`src/rtl/vga_timing_pkg.sv`:
```
// Default 640x480@60 raster constants shared by the timing generator
// and the sprite stages, plus the sync bundle carried down the pipe.
package vga_timing_pkg;

  localparam int DEF_H_VISIBLE = 640;
  localparam int DEF_H_FRONT   = 16;
  localparam int DEF_H_SYNC    = 96;
  localparam int DEF_H_BACK    = 48;

  localparam int DEF_V_VISIBLE = 480;
  localparam int DEF_V_FRONT   = 10;
  localparam int DEF_V_SYNC    = 2;
  localparam int DEF_V_BACK    = 33;

  localparam int DEF_H_TOTAL =
    DEF_H_VISIBLE + DEF_H_FRONT + DEF_H_SYNC + DEF_H_BACK;
  localparam int DEF_V_TOTAL =
    DEF_V_VISIBLE + DEF_V_FRONT + DEF_V_SYNC + DEF_V_BACK;

  localparam logic DEF_SYNC_POL   = 1'b0;
  localparam int   DEF_PIPE_DELAY = 2;

  typedef struct packed {
    logic hs;
    logic vs;
    logic blank;
  } sync_t;

  // Half-open range test lo <= v < hi on a 10-bit counter.
  function automatic logic in_span(
    input logic [9:0] v,
    input int         lo,
    input int         hi
  );
    return (int'(v) >= lo) && (int'(v) < hi);
  endfunction

endpackage

```
`src/rtl/vga_timing_if.sv`:
```
// Raster bundle from the timing generator to the sprite stages and pins.
interface vga_timing_if;

  logic [9:0]  DrawX;
  logic [9:0]  DrawY;
  logic        blank;
  logic        hs;
  logic        vs;
  logic        hs_d;
  logic        vs_d;
  logic        blank_d;
  logic        line_start;
  logic        frame_start;
  logic        vblank_start;
  logic [15:0] frame_count;

  modport master (
    output DrawX, DrawY, blank, hs, vs,
    output hs_d, vs_d, blank_d,
    output line_start, frame_start, vblank_start,
    output frame_count
  );

  modport slave (
    input DrawX, DrawY, blank, hs, vs,
    input hs_d, vs_d, blank_d,
    input line_start, frame_start, vblank_start,
    input frame_count
  );

endinterface

```
`src/rtl/sync_delay_line.sv`:
```
// Fixed-depth shift register with synchronous flush; depth 0 is a wire.
module sync_delay_line #(
  parameter int             W       = 3,
  parameter int             DEPTH   = 2,
  parameter logic [W-1:0]   RST_VAL = '0
) (
  input  logic         vga_clk,
  input  logic         reset,
  input  logic [W-1:0] d,
  output logic [W-1:0] q
);

  if (DEPTH == 0) begin : g_wire
    assign q = d;
  end else begin : g_pipe
    logic [W-1:0] sr [DEPTH];

    always_ff @(posedge vga_clk) begin
      if (reset) begin
        for (int i = 0; i < DEPTH; i++)
          sr[i] <= RST_VAL;
      end else begin
        sr[0] <= d;
        for (int i = 1; i < DEPTH; i++)
          sr[i] <= sr[i-1];
      end
    end

    assign q = sr[DEPTH-1];
  end

endmodule

```
`src/rtl/vga_timing_gen.sv`:
```
// VGA raster timing: pixel counters, registered sync/blank decode,
// frame pacing strobes and a delayed sync copy for the sprite pipe.
module vga_timing_gen
  import vga_timing_pkg::*;
#(
  parameter int   H_VISIBLE  = DEF_H_VISIBLE,
  parameter int   H_FRONT    = DEF_H_FRONT,
  parameter int   H_SYNC     = DEF_H_SYNC,
  parameter int   H_BACK     = DEF_H_BACK,
  parameter int   V_VISIBLE  = DEF_V_VISIBLE,
  parameter int   V_FRONT    = DEF_V_FRONT,
  parameter int   V_SYNC     = DEF_V_SYNC,
  parameter int   V_BACK     = DEF_V_BACK,
  parameter logic SYNC_POL   = DEF_SYNC_POL,
  parameter int   PIPE_DELAY = DEF_PIPE_DELAY
) (
  input logic          vga_clk,
  input logic          reset,
  vga_timing_if.master vga
);

  localparam int HT = H_VISIBLE + H_FRONT + H_SYNC + H_BACK;
  localparam int VT = V_VISIBLE + V_FRONT + V_SYNC + V_BACK;

  localparam int HS_LO = H_VISIBLE + H_FRONT;
  localparam int HS_HI = HS_LO + H_SYNC;
  localparam int VS_LO = V_VISIBLE + V_FRONT;
  localparam int VS_HI = VS_LO + V_SYNC;

  localparam logic [9:0] H_LAST = 10'(HT - 1);
  localparam logic [9:0] V_LAST = 10'(VT - 1);
  localparam logic [9:0] V_VIS  = 10'(V_VISIBLE);

  if (HT > 1024 || VT > 1024) begin : g_bad_timing
    $error("vga_timing_gen: H/V totals exceed 10-bit counters");
  end

  logic [9:0]  x_q, y_q;
  logic [9:0]  x_n, y_n;
  logic        blank_q, hs_q, vs_q;
  logic        blank_n, hs_n, vs_n;
  logic        ls_q, fs_q, vbs_q;
  logic        ls_n, fs_n, vbs_n;
  logic [15:0] fc_q;

  always_comb begin
    x_n = x_q + 10'd1;
    y_n = y_q;
    if (x_q == H_LAST) begin
      x_n = '0;
      y_n = (y_q == V_LAST) ? '0 : y_q + 10'd1;
    end
  end

  // Decode the pixel the counters are about to show, so the
  // registered flags line up with DrawX/DrawY.
  always_comb begin
    blank_n = in_span(x_n, 0, H_VISIBLE)
           && in_span(y_n, 0, V_VISIBLE);
    hs_n    = in_span(x_n, HS_LO, HS_HI) ? SYNC_POL : ~SYNC_POL;
    vs_n    = in_span(y_n, VS_LO, VS_HI) ? SYNC_POL : ~SYNC_POL;
    ls_n    = (x_n == '0);
    fs_n    = ls_n && (y_n == '0);
    vbs_n   = ls_n && (y_n == V_VIS);
  end

  always_ff @(posedge vga_clk) begin
    if (reset) begin
      x_q     <= H_LAST;
      y_q     <= V_LAST;
      blank_q <= 1'b0;
      hs_q    <= ~SYNC_POL;
      vs_q    <= ~SYNC_POL;
      ls_q    <= 1'b0;
      fs_q    <= 1'b0;
      vbs_q   <= 1'b0;
      fc_q    <= '0;
    end else begin
      x_q     <= x_n;
      y_q     <= y_n;
      blank_q <= blank_n;
      hs_q    <= hs_n;
      vs_q    <= vs_n;
      ls_q    <= ls_n;
      fs_q    <= fs_n;
      vbs_q   <= vbs_n;
      fc_q    <= fc_q + 16'(vbs_n);
    end
  end

  localparam sync_t SYNC_RST = '{
    hs:    ~SYNC_POL,
    vs:    ~SYNC_POL,
    blank: 1'b0
  };

  sync_t sync_cur;
  sync_t sync_dly;

  assign sync_cur = '{hs: hs_q, vs: vs_q, blank: blank_q};

  sync_delay_line #(
    .W      (3),
    .DEPTH  (PIPE_DELAY),
    .RST_VAL(SYNC_RST)
  ) u_dly (
    .vga_clk(vga_clk),
    .reset  (reset),
    .d      (sync_cur),
    .q      (sync_dly)
  );

  assign vga.DrawX        = x_q;
  assign vga.DrawY        = y_q;
  assign vga.blank        = blank_q;
  assign vga.hs           = hs_q;
  assign vga.vs           = vs_q;
  assign vga.hs_d         = sync_dly.hs;
  assign vga.vs_d         = sync_dly.vs;
  assign vga.blank_d      = sync_dly.blank;
  assign vga.line_start   = ls_q;
  assign vga.frame_start  = fs_q;
  assign vga.vblank_start = vbs_q;
  assign vga.frame_count  = fc_q;

endmodule

```
`src/flat_wrapper.sv`:
```
// flat-port wrapper written by rule: the top's interface ports become plain ports
module vga_timing_gen_flat import vga_timing_pkg::*;
#(
  parameter int   H_VISIBLE  = DEF_H_VISIBLE,
  parameter int   H_FRONT    = DEF_H_FRONT,
  parameter int   H_SYNC     = DEF_H_SYNC,
  parameter int   H_BACK     = DEF_H_BACK,
  parameter int   V_VISIBLE  = DEF_V_VISIBLE,
  parameter int   V_FRONT    = DEF_V_FRONT,
  parameter int   V_SYNC     = DEF_V_SYNC,
  parameter int   V_BACK     = DEF_V_BACK,
  parameter logic SYNC_POL   = DEF_SYNC_POL,
  parameter int   PIPE_DELAY = DEF_PIPE_DELAY
)
  (vga_clk, reset, vga_DrawX, vga_DrawY, vga_blank, vga_hs, vga_vs, vga_hs_d, vga_vs_d, vga_blank_d, vga_line_start, vga_frame_start, vga_vblank_start, vga_frame_count);
  vga_timing_if vga_i ();
  input logic vga_clk;
  input logic reset;
  output wire logic [$bits(vga_i.DrawX)-1:0] vga_DrawX;
  output wire logic [$bits(vga_i.DrawY)-1:0] vga_DrawY;
  output wire logic [$bits(vga_i.blank)-1:0] vga_blank;
  output wire logic [$bits(vga_i.hs)-1:0] vga_hs;
  output wire logic [$bits(vga_i.vs)-1:0] vga_vs;
  output wire logic [$bits(vga_i.hs_d)-1:0] vga_hs_d;
  output wire logic [$bits(vga_i.vs_d)-1:0] vga_vs_d;
  output wire logic [$bits(vga_i.blank_d)-1:0] vga_blank_d;
  output wire logic [$bits(vga_i.line_start)-1:0] vga_line_start;
  output wire logic [$bits(vga_i.frame_start)-1:0] vga_frame_start;
  output wire logic [$bits(vga_i.vblank_start)-1:0] vga_vblank_start;
  output wire logic [$bits(vga_i.frame_count)-1:0] vga_frame_count;
  assign vga_DrawX = vga_i.DrawX;
  assign vga_DrawY = vga_i.DrawY;
  assign vga_blank = vga_i.blank;
  assign vga_hs = vga_i.hs;
  assign vga_vs = vga_i.vs;
  assign vga_hs_d = vga_i.hs_d;
  assign vga_vs_d = vga_i.vs_d;
  assign vga_blank_d = vga_i.blank_d;
  assign vga_line_start = vga_i.line_start;
  assign vga_frame_start = vga_i.frame_start;
  assign vga_vblank_start = vga_i.vblank_start;
  assign vga_frame_count = vga_i.frame_count;
  vga_timing_gen #(.H_VISIBLE(H_VISIBLE), .H_FRONT(H_FRONT), .H_SYNC(H_SYNC), .H_BACK(H_BACK), .V_VISIBLE(V_VISIBLE), .V_FRONT(V_FRONT), .V_SYNC(V_SYNC), .V_BACK(V_BACK), .SYNC_POL(SYNC_POL), .PIPE_DELAY(PIPE_DELAY)) u_core (.vga_clk(vga_clk), .reset(reset), .vga(vga_i));
endmodule
```
`config.mk`:
```
export PLATFORM = sky130hd
export DESIGN_NAME = vga_timing_gen_flat
export DESIGN_NICKNAME = d
export VERILOG_FILES = /design/src/rtl/vga_timing_pkg.sv /design/src/rtl/vga_timing_if.sv /design/src/rtl/sync_delay_line.sv /design/src/rtl/vga_timing_gen.sv /design/src/flat_wrapper.sv
export SDC_FILE = /design/constraint.sdc
export NUM_CORES = 1
export LEC_CHECK = 0
export CAP_MARGIN = 20
export CORE_MARGIN = 8
export CORE_UTILIZATION = 35
export CTS_BUF_LIST = sky130_fd_sc_hd__clkbuf_2
export CTS_CLUSTER_DIAMETER = 150
export DETAILED_ROUTE_END_ITERATION = 12
export RECOVER_POWER = 100
export SETUP_SLACK_MARGIN = 0.5
export SLEW_MARGIN = 20
export SYNTH_ARGS = -nofsm -noshare
export SYNTH_HDL_FRONTEND = slang
export SYNTH_SLANG_ARGS = --single-unit
```
`constraint.sdc`:
```
create_clock -name vga_clk -period 3.5 [get_ports vga_clk]
set_clock_uncertainty 0.1 [all_clocks]
set_input_delay 0.35 -clock vga_clk [delete_from_list [all_inputs] [get_ports vga_clk]]
set_output_delay 0.35 -clock vga_clk [all_outputs]
set_load 0.01 [all_outputs]
```
After elaboration in Yosys (flattened, before gate mapping). Memories as Yosys holds them, arrays and structs flattened. Cells that the tools add are included.

Flip-flop bits (word level): 42. Memory bits (writable): 6. Bits of input ports: 2. Memories kept: 1.

Memory list: u_core.u_dly.g_pipe.sr (depth 2, bits a word 3, rd ports 2, clocked after Yosys merged registers in 0, write ports 2, line sync_delay_line.sv:16) `logic [W-1:0] sr [DEPTH];`.

Add/subtract/negate cells: 3. $lt $le $gt $ge: 6. Equal/unequal tests: 3. Multiplexer cells: 10. Bitwise gates (word level): 2. Reductions and logical operators: 7.

Operator list (count): 10-bit two-way mux (3); 10-bit by 1-bit adder with 10-bit output (second input constant) (2); 10-bit == test (second input constant) (2); 10-bit logical NOT (2); 10-bit < comparator (second input constant) (2); 10-bit by 9-bit < comparator with 1-bit output (second input constant) (2); 16-bit by 1-bit adder with 16-bit output (1); 10-bit by 9-bit == test with 1-bit output (second input constant) (1); 10-bit greater-or-equal comparator (second input constant) (1); 10-bit by 9-bit greater-or-equal comparator with 1-bit output (second input constant) (1); 3-bit two-way mux (2); 1-bit logical AND (5); 1-bit two-way mux (5); 1-bit bitwise OR (2).

Logic depth before layout (Yosys ltp). Gate-level depths: netlist of run 1.

Depth after elaboration: 6. Gate-level depth with buffers: 16.

Modules after synthesis. A second synthesis of run 1 with hierarchy kept.

Cells, all modules: 262. Area, all modules: 2328.5 um2.

By module, submodules not included: vga_timing_gen (instances 1, cells an instance 247, area each 2148.3 um2, sequential area each 840.8 um2); sync_delay_line (instances 1, cells an instance 15, area each 180.2 um2, sequential area each 120.1 um2).

Worst setup path before layout of run 1. No wires, ideal clock.

Kind: reg2reg. Start: register u_core.x_q[0] (netlist: u_core.vga.DrawX[0]). End: register u_core.fc_q[13] (netlist: u_core.vga.frame_count[13]). Setup time: 128 ps. Arrival: 2898 ps. Required time: 3272 ps. Path slack: 374 ps. Cell stages (with the launch flop): 15. Buffers on the path: 1. Clock period less this slack: 3126 ps. Path through: dfxtp_1 > ha_1 > and4_1 > buf_2 > nand3_1 > o31ai_1 > nand4_1 > nor3_1 > ha_1 > and3_1 > nand3_1 > nor2_1 > nand3_1 > xor2_1 > nor2_1.

Longest elaborated chain between the ends: 5.

Ends and longest elaborated chain: start: declaration (line vga_timing_gen.sv:38) `logic [9:0] x_q, y_q;`; start signal: assignment (line vga_timing_gen.sv:79) `x_q <= x_n;`; 10-bit by 1-bit adder with 10-bit output or 10-bit == test (tied branches) (line vga_timing_gen.sv:47, vga_timing_gen.sv:49); 10-bit two-way mux (line vga_timing_gen.sv:49) `if (x_q == H_LAST) begin`; 10-bit logical NOT or 10-bit by 9-bit == test with 1-bit output (tied branches) (line vga_timing_gen.sv:62, vga_timing_gen.sv:64); 1-bit logical AND (*) (line vga_timing_gen.sv:64) `vbs_n = ls_n && (y_n == V_VIS);`; via u_core.vbs_n (line vga_timing_gen.sv:43) `logic ls_n, fs_n, vbs_n;`; 16-bit by 1-bit adder with 16-bit output (*) (line vga_timing_gen.sv:87) `fc_q <= fc_q + 16'(vbs_n);`; end signal: assignment (line vga_timing_gen.sv:87); end: declaration (line vga_timing_gen.sv:44) `logic [15:0] fc_q;`.

The timed path passes the listed nets; every way through them passes the cells marked *. A chain may end at the register's enable or synchronous reset.

Worst setup path in the final report of run 1. Same ends and word-level chain as after synthesis.

==> metrics.json, run 1 <==
{
  "hold_viol_final": {"value": 0},
  "number_of_register_bits_inferred_by_synthesis": {"value": 48},
  "timing_worst_setup_path_type": {"value": "register to register"},
  "ys_async_sr_fraction": {"value": 0, "unit": "%"},
  "power.internal": {"value": 1.05, "unit": "mW"},
  "period_needed": {"value": 3.08, "unit": "ns"},
  "core_area": {"value": 6390, "unit": "sq um"},
  "cts_hold_buf": {"value": 0},
  "finalNetCount": {"value": 334},
  "final.fill_count": {"value": 659},
  "yosysMostFrequentCell": {"value": "dfxtp_1"},
  "power_leakage": {"value": 1.16, "unit": "nW"},
  "route.vias.total": {"value": 2066},
  "antenna_found_initial": {"value": 0},
  "crit_top_cell": {"value": "a31oi_1"},
  "combinational_family_with_the_most_area_after_synthesis": {"value": "simple AND/OR/NAND/NOR gates"},
  "seq_pwr_share": {"value": 39.6, "unit": "%"},
  "yosysUniqueCellTypes": {"value": 47},
  "worst_hold_start": {"value": "u_core.u_dly.g_pipe.sr[0][2]$_SDFF_PP1_"},
  "route.final.wire_length": {"value": 5.76, "unit": "mm"},
  "row_count": {"value": 29},
  "syn_to_final_growth": {"value": 32.1, "unit": "%"},
  "grt_pass1_wl": {"value": 9.81, "unit": "mm"},
  "synth_compound_area_share": {"value": 11.0, "unit": "%"},
  "post_synth_xor_area_fraction": {"value": 9.78, "unit": "%"},
  "insertedDiodeCount": {"value": 0},
  "die_width": {"value": 97.6, "unit": "microns"},
  "r2r-start": {"value": "u_core.vga.DrawX[0]$_SDFF_PP1_"},
  "cts.clk_slew.worst_paths": {"value": 0.25, "unit": "ns"},
  "synth_seq_area_share": {"value": 41.3, "unit": "%"},
  "final_slew_viol_count": {"value": 42},
  "cpPeakStageDelay": {"value": 0.39, "unit": "ns"},
  "max_slew.worst_pin.slew": {"value": 1.71, "unit": "ns"},
  "crit_path_max_fanout": {"value": 7},
  "pin_count_of_the_biggest_net_entering_global_routing": {"value": 42},
  "critical_path_end_type": {"value": "register"},
  "netlist_instances": {"value": 270},
  "wire_per_inst": {"value": 14.3, "unit": "microns"},
  "simple_gate_area_share_of_the_yosys_netlist": {"value": 29.7, "unit": "%"},
  "main_flop_type_after_synthesis": {"value": "dfxtp_1"},
  "postSynthAreaPerCell": {"value": 8.62, "unit": "sq um"},
  "hold_end": {"value": "u_core.u_dly.g_pipe.sr[0][5]$_SDFF_PP1_"},
  "post_synth_fa_ha_maj_area_fraction": {"value": 3.22, "unit": "%"},
  "yosys_warnings": {"value": 0},
  "run_status": {"value": "finished with violations"},
  "r2r_slack": {"value": 0.42, "unit": "ns"},
  "timing.critical_path.from_type": {"value": "register"},
  "gr-total-overflow": {"value": 0},
  "power_frac_clock": {"value": 13.2, "unit": "%"},
  "power_switching": {"value": 668, "unit": "uW"},
  "hold_path_depth": {"value": 1},
  "worst_path_max_delay_cell": {"value": "dfxtp_4"},
  "fmax": {"value": 325, "unit": "MHz"},
  "floorplan.die_area": {"value": 9520, "unit": "sq um"},
  "place.port_buffers": {"value": 46},
  "worst_r2r_endpoint": {"value": "u_core.vga.frame_count[13]$_SDFF_PP0_"},
  "grt_setup_unrepaired": {"value": "true"},
  "setup-tns-final": {"value": 0, "unit": "ns"},
  "final_ant_viol_nets": {"value": 0},
  "cp_data_arrival_time": {"value": 3.25, "unit": "ns"},
  "holdWs": {"value": 0.344, "unit": "ns"},
  "crit_chain": {"value": "ha_2, and4_1, and3_4, buf_6, a31oi_1, a31oi_1, or2_1, nor3_1, ha_1, and3_2, nand3_4, nor2_2, nand3_1, xor2_1, nor2_1"},
  "drt_first_iter_violations": {"value": 58},
  "route.detailed.vias_per_inst": {"value": 5.11},
  "clock_tree.buffer_depth": {"value": 2},
  "netlist.area_leader.share": {"value": 41.3, "unit": "%"},
  "comb_power_share": {"value": 47.2, "unit": "%"},
  "yosysTopAreaCell": {"value": "dfxtp_1"},
  "worst_path_required_time": {"value": 3.68, "unit": "ns"},
  "ir_drop": {"value": 290, "unit": "uV"},
  "synth.top_cells.by_count": {"value": "dfxtp_1 (48), nor2_1 (28), nand2_1 (19)"},
  "drive_gt1_share": {"value": 17.1, "unit": "%"},
  "remaining_design_rule_violation_count": {"value": 0},
  "cts.root.buffer_cell": {"value": "clkbuf_2"},
  "seq_area": {"value": 970, "unit": "sq um"},
  "failed_checks": {"value": "capacitance limit, slew limit"},
  "gp_routability_congestion": {"value": 0.809},
  "worst_r2r_path_depth": {"value": 15},
  "sw_frac_of_total": {"value": 38.8, "unit": "%"},
  "cts-htree-levels": {"value": 2},
  "cell_pwr_density": {"value": 559, "unit": "nW/um^2"},
  "multi_input_comb_area": {"value": 1340, "unit": "sq um"},
  "number_of_enable_type_register_cells_in_the_synthesized_netlist": {"value": 0},
  "clkLatencyLatePin": {"value": 0.41, "unit": "ns"},
  "cp_top_family": {"value": "simple AND/OR/NAND/NOR gates"},
  "yosys-mux-area-fraction": {"value": 0.430, "unit": "%"},
  "crit_start": {"value": "u_core.vga.DrawX[0]$_SDFF_PP1_"},
  "max-cap-violations": {"value": 1},
  "effective_utilization_at_floorplan": {"value": 36.5, "unit": "%"},
  "globalRouteTotalUtil": {"value": 12.1, "unit": "%"},
  "worst_hold_path_type": {"value": "register to register"},
  "critical_path_buf_inv_count": {"value": 1},
  "cts-buffers-inserted": {"value": 5},
  "cts.sinks": {"value": 48},
  "fin_crit_sh": {"value": 87.9, "unit": "%"},
  "synthesis.nets": {"value": 278},
  "floorplan_die_height": {"value": 97.6, "unit": "microns"},
  "half_perimeter_wire_length_after_placement": {"value": 4.11, "unit": "mm"},
  "design.portCount": {"value": 47},
  "slew_margin_rel": {"value": -14.0, "unit": "%"},
  "tritoncts": {"value": "built"},
  "initial_drt_pass_iterations": {"value": 4},
  "via_count_of_the_first_global_routing_pass": {"value": 1983},
  "setup_viol_count_final": {"value": 0},
  "synth.area.top_cells": {"value": "dfxtp_1 (41%), xnor2_1 (5.3%), nor2_1 (4.5%), xor2_1 (4.5%), nand3_1 (3.9%)"},
  "area_of_the_mapped_netlist": {"value": 2330, "unit": "sq um"}
}
[registers in the layout (all words and copies together), names as in the netlist]
name and flops:
u_core.vga.frame_count 16, u_core.vga.DrawX 10, u_core.vga.DrawY 10, u_core.u_dly.g_pipe.sr 6, u_core.vga.blank 1, u_core.vga.frame_start 1, u_core.vga.hs 1, u_core.vga.line_start 1
u_core.vga.vblank_start 1, u_core.vga.vs 1
[per-stage QoR]
stage | utilization (%) | total power [mW] | worst slack (ns) | area (sq um) | std cells
finish | 48.2 | 1.72 | 0.423 | 3080 | 404
CTS | 47.5 | 1.75 | 0.504 | 3040 | 402
floorplan | - | 1.19 | 0.513 | 2350 | 270
detailed placement | 45.4 | 1.44 | 0.0900 | 2900 | 387
global placement | 45.4 | 1.43 | 0.211 | 2900 | 387
global route | 48.2 | 1.86 | 0.169 | 3080 | 404
[power by group through the flow]
stage,sequential [mW],combinational [mW],clock [mW]
after floorplan,0.694,0.499,0
after global placement,0.696,0.737,0
after detailed placement,0.698,0.739,0
after CTS,0.690,0.815,0.243
after global routing,0.695,0.895,0.269
final,0.681,0.813,0.227
[repair_timing]
action / CTS / global route
buffers inserted: 7 / 2
resized for setup: 17 / 15
endpoints found under the setup margin: 12 / 9
pin swaps: 6 / 14
[cells by family after synthesis]
family                   count (synthesis)
multiplexers                             1
XOR/XNOR                                26
buffers and inverters                   23
flip-flops                              48
AND/OR/NAND/NOR                        128
AO/OA/AOI/OAI                           38
adder cells (fa/ha/maj)                  6
[cells in the final DEF, fill, tap and decap left out, types with 4 or more instances in the layout]
master           synthesis  final
dfxtp_1                 48     45
dlygate4sd3_1            0     40
nor2_1                  28     26
nand2_1                 19     19
nand3_1                 18     16
buf_4                    2     15
xnor2_1                 14     14
xor2_1                  12     12
nor3_1                  10      9
nand4_1                  9      9
a21oi_1                  9      8
o21ai_0                  8      8
inv_1                    6      6
or2_2                    6      6
clkbuf_2                 1      6
clkdlybuf4s50_1          0      6
and3_1                  10      5
a31oi_1                  6      5
nor2b_1                  5      5
nand2b_1                 4      4
nor4_1                   4      4
[routing by layer]
metal  global-route usage, %  vias to the layer above  part of all wire [%]
met2                    19.1                       48                    45
met3                    3.41                        5                   5.1
met5                       0                        -                     0
met1                    15.2                      955                    49
met4                    4.08                        0                   1.3
li1                        -                     1058                     -
[worst max-delay path by stage]
stage                                       endpoint  slack, ns  depth (start not counted)
6_report       u_core.vga.frame_count[13]$_SDFF_PP0_       0.42                         15
5_1_grt        u_core.vga.frame_count[14]$_SDFF_PP0_       0.17                         14
4_1_cts        u_core.vga.frame_count[14]$_SDFF_PP0_       0.50                         15
3_5_place_dp   u_core.vga.frame_count[14]$_SDFF_PP0_       0.09                         14
3_3_place_gp   u_core.vga.frame_count[14]$_SDFF_PP0_       0.21                         14
2_1_floorplan  u_core.vga.frame_count[14]$_SDFF_PP0_       0.51                         15
[area by class of cell]
type	instances	share of cell area (%)
multi-input combinational	199	43.6
sequential	48	31.5
timing repair buffer	66	19.7
tap	77	3.13
clock buffer	5	0.814
inverter	6	0.732
clock inverter	3	0.570
Note: power is estimated with default switching activity, not from simulation.
==> run 2: changes to the inputs <==
CTS_CLUSTER_DIAMETER = not set   (was 150)
==> results of run 2 <==
The final DEF is identical to that of run 1; final timing and power are the same.
==> run 3: changes to the inputs <==
--- a/constraint.sdc
+++ b/constraint.sdc
@@ -4,2 +4,2 @@
 set_output_delay 0.35 -clock vga_clk [all_outputs]
-set_load 0.01 [all_outputs]
+set_load 0.05 [all_outputs]
==> metrics.json, run 3 (synthesis gave the netlist of run 1 again) <==
{
  "postPlaceCellArea": {"value": 2930, "unit": "sq um", "change": "+1.1%"},
  "syn_to_final_growth": {"value": 38.4, "unit": "%"},
  "half_perimeter_wire_length_after_placement": {"value": 4.05, "unit": "mm", "change": "-1.3%"},
  "dp.cells": {"value": 380, "change": "-1.8%"},
  "max-cap-violations": {"value": 1, "change": "unchanged"},
  "largest_register_ffs": {"value": 16, "change": "unchanged"},
  "hold_viol_final": {"value": 0, "change": "unchanged"},
  "floorplan_die_height": {"value": 97.6, "unit": "microns", "change": "unchanged"},
  "fin_crit_sh": {"value": 87.4, "unit": "%", "change": "-0.53 points"},
  "route.vias.total": {"value": 2122, "change": "+2.7%"},
  "gr-total-overflow": {"value": 0, "change": "unchanged"},
  "grt_pass1_wl": {"value": 9.78, "unit": "mm", "change": "-0.28%"},
  "cts_hold_buf": {"value": 0, "change": "unchanged"},
  "cts-buffers-inserted": {"value": 5, "change": "unchanged"},
  "cts-htree-levels": {"value": 2, "change": "unchanged"},
  "timing.critical_path.from_type": {"value": "register"},
  "post_layout_nonfiller_instances": {"value": 413, "change": "+2.2%"},
  "holdWs": {"value": 0.327, "unit": "ns", "change": "-0.0175 ns"},
  "cp_data_arrival_time": {"value": 3.25, "unit": "ns", "change": "about the same"},
  "seq_area": {"value": 997, "unit": "sq um", "change": "+2.8%"},
  "setup-tns-final": {"value": 0, "unit": "ns", "change": "unchanged"},
  "finalNetCount": {"value": 342, "change": "+2.4%"},
  "mostFrequentLayoutCell": {"value": "dlygate4sd3_1"},
  "die_width": {"value": 97.6, "unit": "microns", "change": "unchanged"},
  "failed_checks": {"value": "capacitance limit, slew limit"},
  "remaining_design_rule_violation_count": {"value": 0, "change": "unchanged"},
  "initial_drt_pass_iterations": {"value": 4, "change": "unchanged"},
  "highest_count_cells_in_the_layout_ignoring_fill_and_taps": {"value": "dlygate4sd3_1 (46), dfxtp_1 (33), nor2_1 (25)"},
  "timing_worst_setup_path_type": {"value": "register to register"},
  "route.detailed.vias_per_inst": {"value": 5.14, "change": "+0.47%"},
  "clock_tree.buffer_depth": {"value": 2, "change": "unchanged"},
  "effective_utilization_at_floorplan": {"value": 36.5, "unit": "%", "change": "unchanged"},
  "setup_viol_count_final": {"value": 0, "change": "unchanged"},
  "cts.clk_slew.worst_paths": {"value": 0.27, "unit": "ns", "change": "+0.02 ns"},
  "worst_path_required_time": {"value": 3.69, "unit": "ns", "change": "about the same"},
  "period_needed": {"value": 3.06, "unit": "ns", "change": "-0.0185 ns"},
  "final_cell_area": {"value": 3220, "unit": "sq um", "change": "+4.8%"},
  "fmax": {"value": 327, "unit": "MHz", "change": "+0.61%"},
  "tritoncts": {"value": "built"},
  "run_status": {"value": "finished with violations"},
  "wire_per_inst": {"value": 14.2, "unit": "microns", "change": "-0.40%"},
  "place.port_buffers": {"value": 46, "change": "unchanged"},
  "drive_gt1_share": {"value": 21.8, "unit": "%", "change": "+4.7 points"},
  "place_ws": {"value": 0.293, "unit": "ns", "change": "+0.203 ns"},
  "worst_hold_path_type": {"value": "register to register"},
  "gp_routability_congestion": {"value": 0.816, "change": "+0.84%"},
  "via_count_of_the_first_global_routing_pass": {"value": 2010, "change": "+1.4%"},
  "row_count": {"value": 29, "change": "unchanged"},
  "final_slew_viol_count": {"value": 43, "change": "+2.4%"},
  "ir_drop": {"value": 283, "unit": "uV", "change": "-2.2%"},
  "final_ant_viol_nets": {"value": 0, "change": "unchanged"},
  "multi_input_comb_area": {"value": 1370, "unit": "sq um", "change": "+2.4%"},
  "core_area": {"value": 6390, "unit": "sq um", "change": "unchanged"},
  "grt_setup_unrepaired": {"value": "true"},
  "antenna_found_initial": {"value": 0, "change": "unchanged"},
  "slew_margin_rel": {"value": -14.5, "unit": "%", "change": "-0.46 points"},
  "critical_path_end_type": {"value": "register"},
  "max_slew.worst_pin.slew": {"value": 1.72, "unit": "ns", "change": "+0.00692 ns"},
  "clkLatencyLatePin": {"value": 0.43, "unit": "ns", "change": "+0.02 ns"},
  "globalRouteTotalUtil": {"value": 12.1, "unit": "%", "change": "+0.068 points"},
  "final_core_utilization": {"value": 50.5, "unit": "%", "change": "+2.3 points"},
  "crit_path_max_fanout": {"value": 8, "change": "+1"},
  "final.setup.worst_slack": {"value": 0.441, "unit": "ns", "change": "+0.0185 ns"},
  "cell_pwr_density": {"value": 634, "unit": "nW/um^2", "change": "+13%"},
  "pin_count_of_the_biggest_net_entering_global_routing": {"value": 43, "change": "+2.4%"},
  "drt_first_iter_violations": {"value": 113, "change": "+95%"},
  "route.final.wire_length": {"value": 5.86, "unit": "mm", "change": "+1.8%"},
  "final.fill_count": {"value": 634, "change": "-3.8%"},
  "p_total": {"value": 2.04, "unit": "mW", "change": "+19%"},
  "floorplan.die_area": {"value": 9520, "unit": "sq um", "change": "unchanged"},
  "power_leakage": {"value": 1.22, "unit": "nW", "change": "+5.2%"},
  "design.portCount": {"value": 47, "change": "unchanged"},
  "cts.sinks": {"value": 48, "change": "unchanged"},
  "cts.root.buffer_cell": {"value": "clkbuf_2"}
}
## run 3: area by class of cell
cell class / count / share of cell area (%)
antenna: 1 / 0.0777
timing repair buffer: 74 / 20.5
multi-input combinational: 199 / 42.6
clock buffer: 5 / 0.777
inverter: 6 / 0.699
tap: 77 / 2.99
clock inverter: 3 / 1.44
sequential: 48 / 31.0
## run 3: routing by layer
layer	GRT usage [%]	up-vias	wire length [microns]
li1	-	1075	-
met1	15.5	992	2710
met2	18.9	49	2750
met3	3.49	6	319
met4	4.08	0	79
met5	0	-	0
## run 3: what timing repair did
action	4_1_cts	5_1_grt
buffers inserted	17	7
resized for setup	12	7
setup endpoints to repair	10	8
pin swaps	11	13
hold endpoints to repair	0	0
## run 3: worst paths after layout
path | start | endpoint | slack [ns] | depth (start not counted)
setup / recovery | u_core.vga.DrawX[6]$_SDFF_PP0_ | u_core.vga.frame_count[9]$_SDFF_PP0_ | 0.44 | 13
hold / removal | u_core.u_dly.g_pipe.sr[0][1]$_SDFF_PP1_ | u_core.u_dly.g_pipe.sr[0][4]$_SDFF_PP1_ | 0.33 | 1
setup reg to reg | u_core.vga.DrawX[6]$_SDFF_PP0_ | u_core.vga.frame_count[9]$_SDFF_PP0_ | 0.44 | 13
hold reg to reg | u_core.u_dly.g_pipe.sr[0][1]$_SDFF_PP1_ | u_core.u_dly.g_pipe.sr[0][4]$_SDFF_PP1_ | 0.33 | 1
## run 3: critical path, cell delays in order, from the launching register on
cell	delay [ns]
dfxtp_1	0.47
nor4b_4	0.34
buf_4	0.19
a21oi_1	0.07
a311oi_1	0.22
a31o_2	0.17
nand4_1	0.12
nor3_1	0.20
ha_1	0.25
and3_1	0.25
nand3_4	0.12
clkbuf_4	0.17
o21ai_0	0.17
a21oi_1	0.09
## run 3: power by group
part,internal [mW],switching (mW)
registers,0.620,0.104
logic,0.441,0.564
clock network,0.123,0.190
total,1.18,0.858
